--- src/rtl/adc_decimator.sv ---
// Two-channel boxcar decimator: averages 2^k valid ADC sample pairs per channel
// and emits each averaged pair with a one-cycle o_sample strobe.
module adc_decimator #(
    parameter int ZMOD_DATA_SIZE   = 14,
    parameter int IAGC_STATUS_SIZE = 4,
    parameter int LOG2_DECIM_MAX   = 4
) (
    input  logic                               i_clock,
    input  logic                               i_reset,
    input  logic                               i_enable,
    input  logic                               i_valid,
    input  logic signed [ZMOD_DATA_SIZE-1:0]   i_data_ch1,
    input  logic signed [ZMOD_DATA_SIZE-1:0]   i_data_ch2,
    input  logic        [IAGC_STATUS_SIZE-1:0] i_iagc_status,
    input  logic        [2:0]                  i_decim_log2,
    output logic signed [ZMOD_DATA_SIZE-1:0]   o_data_ch1,
    output logic signed [ZMOD_DATA_SIZE-1:0]   o_data_ch2,
    output logic        [IAGC_STATUS_SIZE-1:0] o_iagc_status,
    output logic                               o_sample,
    output logic                               o_overrange
);

    localparam int AW = ZMOD_DATA_SIZE + LOG2_DECIM_MAX;
    localparam int KW = $clog2(LOG2_DECIM_MAX + 1);
    localparam int CW = (LOG2_DECIM_MAX > 0) ? LOG2_DECIM_MAX : 1;

    localparam logic signed [ZMOD_DATA_SIZE-1:0] CODE_MAX = {1'b0, {(ZMOD_DATA_SIZE-1){1'b1}}};
    localparam logic signed [ZMOD_DATA_SIZE-1:0] CODE_MIN = {1'b1, {(ZMOD_DATA_SIZE-1){1'b0}}};

    // state    | meaning
    // ST_IDLE  | disabled; block state held cleared, outputs hold
    // ST_ACCUM | enabled; valid samples accumulate toward a block
    typedef enum logic {ST_IDLE, ST_ACCUM} state_t;

    state_t                              state_q, state_d;
    logic signed [AW-1:0]                acc1_q, acc1_d, acc2_q, acc2_d;
    logic        [CW-1:0]                cnt_q, cnt_d;
    logic        [KW-1:0]                k_q, k_d;
    logic                                ovr_q, ovr_d;
    logic signed [ZMOD_DATA_SIZE-1:0]    data1_q, data1_d, data2_q, data2_d;
    logic        [IAGC_STATUS_SIZE-1:0]  status_q, status_d;
    logic                                sample_q, sample_d;
    logic                                overrange_q, overrange_d;

    logic                                accept, first, last, hit;
    logic        [KW-1:0]                k_req, k_cur;
    logic signed [AW-1:0]                sum1, sum2, shift1, shift2;

    always_comb begin
        accept = i_enable && i_valid && (state_q == ST_ACCUM);
        first  = (cnt_q == '0);
        k_req  = (int'(i_decim_log2) > LOG2_DECIM_MAX) ? KW'(LOG2_DECIM_MAX) : KW'(i_decim_log2);
        // The ratio in force for this sample: fresh request on a block's first sample.
        k_cur  = first ? k_req : k_q;
        last   = (cnt_q == CW'((32'd1 << k_cur) - 32'd1));
        hit    = (i_data_ch1 == CODE_MAX) || (i_data_ch1 == CODE_MIN) ||
                 (i_data_ch2 == CODE_MAX) || (i_data_ch2 == CODE_MIN);
        sum1   = acc1_q + {{LOG2_DECIM_MAX{i_data_ch1[ZMOD_DATA_SIZE-1]}}, i_data_ch1};
        sum2   = acc2_q + {{LOG2_DECIM_MAX{i_data_ch2[ZMOD_DATA_SIZE-1]}}, i_data_ch2};
        shift1 = sum1 >>> k_cur;
        shift2 = sum2 >>> k_cur;

        state_d     = state_q;
        acc1_d      = acc1_q;
        acc2_d      = acc2_q;
        cnt_d       = cnt_q;
        k_d         = k_q;
        ovr_d       = ovr_q;
        data1_d     = data1_q;
        data2_d     = data2_q;
        status_d    = status_q;
        sample_d    = 1'b0;
        overrange_d = overrange_q;

        if (!i_enable) begin
            state_d = ST_IDLE;
            acc1_d  = '0;
            acc2_d  = '0;
            cnt_d   = '0;
            ovr_d   = 1'b0;
        end else begin
            state_d = ST_ACCUM;
            if (accept) begin
                if (first) k_d = k_req;
                if (last) begin
                    data1_d     = shift1[ZMOD_DATA_SIZE-1:0];
                    data2_d     = shift2[ZMOD_DATA_SIZE-1:0];
                    status_d    = i_iagc_status;
                    overrange_d = ovr_q | hit;
                    sample_d    = 1'b1;
                    acc1_d      = '0;
                    acc2_d      = '0;
                    cnt_d       = '0;
                    ovr_d       = 1'b0;
                end else begin
                    acc1_d = sum1;
                    acc2_d = sum2;
                    cnt_d  = cnt_q + 1'b1;
                    ovr_d  = ovr_q | hit;
                end
            end
        end
    end

    always_ff @(posedge i_clock) begin
        if (i_reset) begin
            state_q     <= ST_IDLE;
            acc1_q      <= '0;
            acc2_q      <= '0;
            cnt_q       <= '0;
            k_q         <= '0;
            ovr_q       <= 1'b0;
            data1_q     <= '0;
            data2_q     <= '0;
            status_q    <= '0;
            sample_q    <= 1'b0;
            overrange_q <= 1'b0;
        end else begin
            state_q     <= state_d;
            acc1_q      <= acc1_d;
            acc2_q      <= acc2_d;
            cnt_q       <= cnt_d;
            k_q         <= k_d;
            ovr_q       <= ovr_d;
            data1_q     <= data1_d;
            data2_q     <= data2_d;
            status_q    <= status_d;
            sample_q    <= sample_d;
            overrange_q <= overrange_d;
        end
    end

    assign o_data_ch1    = data1_q;
    assign o_data_ch2    = data2_q;
    assign o_iagc_status = status_q;
    assign o_sample      = sample_q;
    assign o_overrange   = overrange_q;

endmodule

--- config.mk ---
export PLATFORM = sky130hd
export DESIGN_NAME = adc_decimator
export DESIGN_NICKNAME = d
export VERILOG_FILES = /design/src/rtl/adc_decimator.sv
export SDC_FILE = /design/constraint.sdc
export NUM_CORES = 1
export LEC_CHECK = 0
export ABC_AREA = 1
export BUFFER_PORTS_ARGS = -buffer_cell sky130_fd_sc_hd__buf_2
export CAP_MARGIN = 30
export CORE_MARGIN = 10
export CORE_UTILIZATION = 40
export DETAILED_ROUTE_END_ITERATION = 16
export PLACE_DENSITY = 0.57
export SKIP_CTS_REPAIR_TIMING = 1
export SYNTH_ARGS = -nofsm -noshare
export SYNTH_HDL_FRONTEND = slang
export SYNTH_SLANG_ARGS = --single-unit
--- constraint.sdc ---
create_clock -name i_clock -period 4 [get_ports i_clock]
set_clock_uncertainty 0.05 [all_clocks]
set_input_delay 0.2 -clock i_clock [delete_from_list [all_inputs] [get_ports i_clock]]
set_output_delay 0.2 -clock i_clock [all_outputs]
set_load 0.02 [all_outputs]
* Word-level counts from Yosys, hierarchy flattened
Cells that the tools add are included.
Operators by class: reduce and logical (&&, ||, !) cells 10, shifts and indexed selects 3, $lt $le $gt $ge 1, bitwise logic cells 3, equal/unequal tests 5, muxes and demuxes 8, add/subtract/negate cells 4
Operators with widths (number):
- == test 14 bit (second input constant) | 4
- adder 18 bit | 2
- two-way mux 18 bit | 2
- >>> shifter 18 x 3 -> 14 bit | 2
- two-way mux 3 bit | 2
- adder 4 x 1 -> 4 bit (second input constant) | 1
- == test 4 bit | 1
- zero test 4 bit | 1
- two-way mux 4 bit | 1
- left shift 1 x 3 -> 4 bit (first input constant) | 1
- subtractor 4 x 1 -> 4 bit (second input constant) | 1
- > comparator 3 bit (second input constant) | 1
- logical OR 1 bit | 3
- two-way mux 1 bit | 3
- AND reduction 3 bit | 1
- OR reduction 3 bit | 1
- logical AND 1 bit | 2
- NOT 1 bit | 2
- AND reduction 2 bit | 1
- OR reduction 2 bit | 1
- bitwise OR 1 bit | 1
Word-level totals: register bits after elaboration 79, logic and storage cells 45

* Longest topological paths before layout
depth in word-level cells 7, depth in mapped cells 21, gate-level depth less buffers 20

* Worst setup path after synthesis
No wires, ideal clock.
path type flip-flop to flip-flop, start register cnt_q[0], end register data2_q[6], in the netlist o_data_ch2[6], required time 3833 ps, period minus slack after synthesis 2934 ps, arrival 2767 ps, setup time 117 ps, slack 1066 ps, cell stages (with the launch flop) 19, cell sequence dfxtp_1 > inv_1 > ha_1 > nand2_2 > nand2_1 > nand2_1 > buf_2 > buf_1 > nand2_1 > ha_1 > xor2_1 > nand3_1 > inv_1 > nand2_2 > nor3_4 > buf_6 > o21ai_0 > nor2_1 > nor2_1
On the way: cells in the longest elaborated chain, start to end 6
RTL lines:
- from (decl) | RTL line 37 | logic [CW-1:0] cnt_q, cnt_d;
- from (signal assigned) | RTL line 122 | cnt_q <= cnt_d;
- zero test 4 bit | RTL line 51 | first = (cnt_q == '0);
- two-way mux 3 bit
- left shift 1 x 3 -> 4 bit | RTL line 55 | last = (cnt_q == CW'((32'd1 << k_cur) - 32'd1));
- subtractor 4 x 1 -> 4 bit | RTL line 55
- == test 4 bit | RTL line 55
- AND reduction 3 bit (no line)
- to (signal assigned) | RTL line 126 | data2_q <= data2_d;
- to (decl) | RTL line 40 | logic signed [ZMOD_DATA_SIZE-1:0] data1_q, data1_d, data2_q, data2_d;
Several ways; a longest one is shown, not always the timed one. A chain may end at the register's enable or synchronous reset.

* Worst setup path in the final report
start register cnt_q[0], end register ovr_q
On the way: cells in the longest elaborated chain, start to end 6
RTL lines:
- zero test 4 bit | RTL line 51
- two-way mux 3 bit
- left shift 1 x 3 -> 4 bit | RTL line 55
- subtractor 4 x 1 -> 4 bit | RTL line 55
- == test 4 bit (*) | RTL line 55
- two-way mux 1 bit (*) | RTL line 85 | if (last) begin
- to (signal assigned) | RTL line 124 | ovr_q <= ovr_d;
- to (decl) | RTL line 39 | logic ovr_q, ovr_d;
Mark *: on every way between the ends. The rest lies on a longest branch, timed or not.

==> key figures <==
Cells and area
  • Multi-input gate area: approximately 0.0043 mm2
  • Final Util: a little under half
  • Fill cells: about 1800
  • Antenna cells: 0
  • Share of layout cells above drive strength 1: a little under a tenth
  • Area Overhead vs Synth: 12.7%
  • Fin nets: between 1000 and 1500
  • Register area: 0.00158 mm2

CTS
  • Inserted Clock Buffers: 9
  • H-tree lvl count: 3
  • Clk sinks: 79
  • Clock Tree Root: clkbuf_16
  • Clk slew on worst S/H paths: 0.07 ns
  • CTS tree: built
  • CTS Buffer Depth: 2
  • Latest clock arrival within the worst-skew pair: 0.36 ns

Critical path
  • CP Cell Sequence: inv_1 > ha_1 > nand2_2 > nand2_1 > nand2_2 > clkinv_1 > nand2_1 > inv_1 > nand2_1 > ha_1 > xor2_1 > nand3_1 > inv_1 > nand2_2 > nor2_1 > nand2_1 > nand2_1 > nor2_1
  • CP peak stage delay: 0.41 ns
  • Worst path slowest cell: nand2_1
  • Endpoint type of the worst setup path: register
  • Req. time, crit path: between 4 and 5 ns
  • Reg-to-Reg End: ovr_q
  • Most frequent CP cell: nand2_1
  • WS Path Type: register to register
  • CP Launch Type: register
  • Reg2Reg Depth: 18
  • Worst EP arrival: 3.37 ns
  • CP delay by family, top: simple AND/OR/NAND/NOR gates
  • Max Fanout on Critical Path: 14
  • R2R Setup Slk: 0.82 ns
  • Reg2reg start: cnt_q[0]
  • Critical path buffer and inverter count: 4

Yosys
  • Synth Warn #: 0
  • Most used DFF post-synth: dfxtp_1
  • Synth top area cells: dfxtp_1 24%, nand2_1 20%, nand3_1 14%
  • Synthesized cell area: 0.00663 mm2
  • Seq/Total Area, Yosys: 23.9%
  • Synthesized Nets: 1221
  • Area leader, netlist: dfxtp_1
  • Yosys top cell area share: 23.9%
  • Number of synthesized flops with an enable pin: 0
  • Synthesized flop and latch total: ~80
  • Async S/R FF share, synth: 0%
  • Mapped Cells: 1143
  • Distinct cell type count after synthesis: 33
  • Average size of a mapped cell: around 5.8 um2

Detailed routing
  • Vias: 7213
  • Final WL: 21500 um
  • Routed Antenna Nets: 0
  • DR iter-0 viols: 506
  • Average via count per standard cell: 5.08
  • Routed wire per std cell: ~15 um
  • Drc violations: 0
  • First-pass detailed-route iteration total: 5

Power and ir drop
  • Net Sw Power: 0.663 mW
  • Post-layout power: 2.07 mW
  • Power Density: 278 mW/mm2
  • Sw Ratio: 32.0%
  • P_leak: 3.88 nW
  • Power Internal: between 1 and 1.5 mW
  • Worst IR Drop VDD: 0.000189 V
  • Logic pwr share: about 18%
  • Clock power frac: a little over two fifths
  • Reg power frac: 38.3%

Timing
  • Actual slew at the worst max-slew pin: just over 0.9 ns
  • Hold Slack: 0.0261 ns
  • Maximum clock rate: roughly 0.31 GHz
  • RSZ-0062 raised after global routing: no
  • Final setup fails: 0
  • Setup_tns: 0 ns
  • Final hold vios: 0
  • Final period utilization: 79.4%
  • Tmin final: 3.18 ns
  • Max Slew Vio Count: 0
  • Slew headroom: 38.5%

Place
  • Port Buf Inserts: 72
  • RePlAce Congestion: between 0.8 and 0.9
  • Detailed Place HPWL: 16700 um

Floorplan
  • Core ar.: ~0.016 mm2
  • Initial Util: 40.4%
  • Die width: 149 um
  • # IOs: 73
  • Die Y: 149 um
  • Die footprint: 0.0221 mm2
  • Rows: 47

GRT
  • Largest net degree at the start of global routing: 41
  • Initial antenna violation count: 0
  • Global route overflow: 0
  • Vias in the first global route: between 7000 and 8000
  • Gr usage total: between 10% and 20%
  • First-pass GRT wire length: 35400 um

Min path
  • WHS Path Cells: 3
  • Endpoint, Worst Hold: o_iagc_status[3]
  • Hold path startpoint: i_iagc_status[3]
  • Hold Crit Class: primary input to register

Flow run
  • Max-cap violations: 0

Status
  • Status: completed
[worst min-delay path, cell delays in order]
cell and delay, ns:
buf_2 0.07, o21ai_1 0.06, nor2_1 0.07
[stage by stage]
| step | instance area [um2] | cells | setup slack, ns |
|---|---|---|---|
| detailed placement | 7160 | 1404 | 0.861 |
| finish | 7470 | 1420 | 0.823 |
| global placement | 7140 | 1403 | 0.829 |
| CTS | 7470 | 1420 | 0.838 |
| floorplan | 6630 | 1143 | 1.07 |
| global route | 7470 | 1420 | 0.476 |
[registers in the layout, summed over array words and instances (netlist names)]
register       flops
o_data_ch1        14
o_sample           1
acc1_q            18
acc2_q            18
cnt_q              4
k_q                3
o_overrange        1
o_iagc_status      4
o_data_ch2        14
state_q            1
ovr_q              1
[per-layer routing]
layer / vias to the layer above / global-route usage, % / share of wire, %
met1: 3219 / 23.0 / 43
met2: 161 / 35.8 / 50
li1: 3805 / - / -
met3: 28 / 3.64 / 5.0
met5: - / 0 / 0
met4: 0 / 5.84 / 1.8
[cells by family (layout without fill, tap and decap cells)]
group | count (synthesis) | count (layout) | synth area share (%)
AO/OA/AOI/OAI | 129 | 129 | 10.1
XOR/XNOR | 15 | 15 | 1.98
adder cells (fa/ha/maj) | 39 | 39 | 7.59
buffers and inverters | 189 | 246 | 11.5
flip-flops | 79 | 79 | 23.9
AND/OR/NAND/NOR | 692 | 692 | 45.0
[layout by cell type (no fill, tap or decap), drive strengths merged, types with 2 or more instances in the layout]
master and instances:
a21oi 76, a22oi 3, and2 4, buf 83, clkbuf 9, clkinv 2, dfxtp 79, fa 2
ha 37, inv 150, nand2 361, nand3 183, nand3b 3, nand4 20, nor2 102, nor3 8
nor4 6, o211ai 4, o21ai 44, or2 5, xnor2 4, xor2 11
[synthesized netlist by cell type (all sizes together) (2+ instances only)]
cell type,count
nand4,20
buf,16
nor3,8
clkbuf,26
nand2,361
fa,2
nor2,102
xnor2,4
clkinv,2
or2,5
inv,145
nand3,183
dfxtp,79
ha,37
a21oi,76
a22oi,3
o211ai,4
nor4,6
and2,4
xor2,11
o21ai,44
nand3b,3
[worst max path at each step]
stage | slack [ns] | start | to | cells past startpoint
final | 0.82 | cnt_q[0] | ovr_q | 18
after global routing | 0.48 | cnt_q[0] | ovr_q | 18
after floorplan | 1.07 | cnt_q[0] | o_data_ch2[6] | 18
after CTS | 0.84 | cnt_q[0] | ovr_q | 18
after global placement | 0.83 | cnt_q[0] | acc1_q[16] | 18
after detailed placement | 0.86 | cnt_q[0] | ovr_q | 18
[power by group through the flow]
stage	clock [mW]	sequential (mW)	combinational, mW
after global placement	0	0.813	0.378
after floorplan	0	0.813	0.265
after detailed placement	0	0.813	0.379
after CTS	0.915	0.795	0.380
final	0.900	0.795	0.380
after global routing	0.946	0.795	0.432
[layout make-up]
class | instances | share of cell area (%)
Sequential cell | 79 | 21.2
Timing Repair Buffer | 83 | 6.19
Inverter | 147 | 7.38
Tap cell | 220 | 3.68
Clock inverter | 7 | 1.12
Multi-Input combinational cell | 875 | 57.4
Clock buffer | 9 | 3.01
Power figures use the tool's default switching activity.
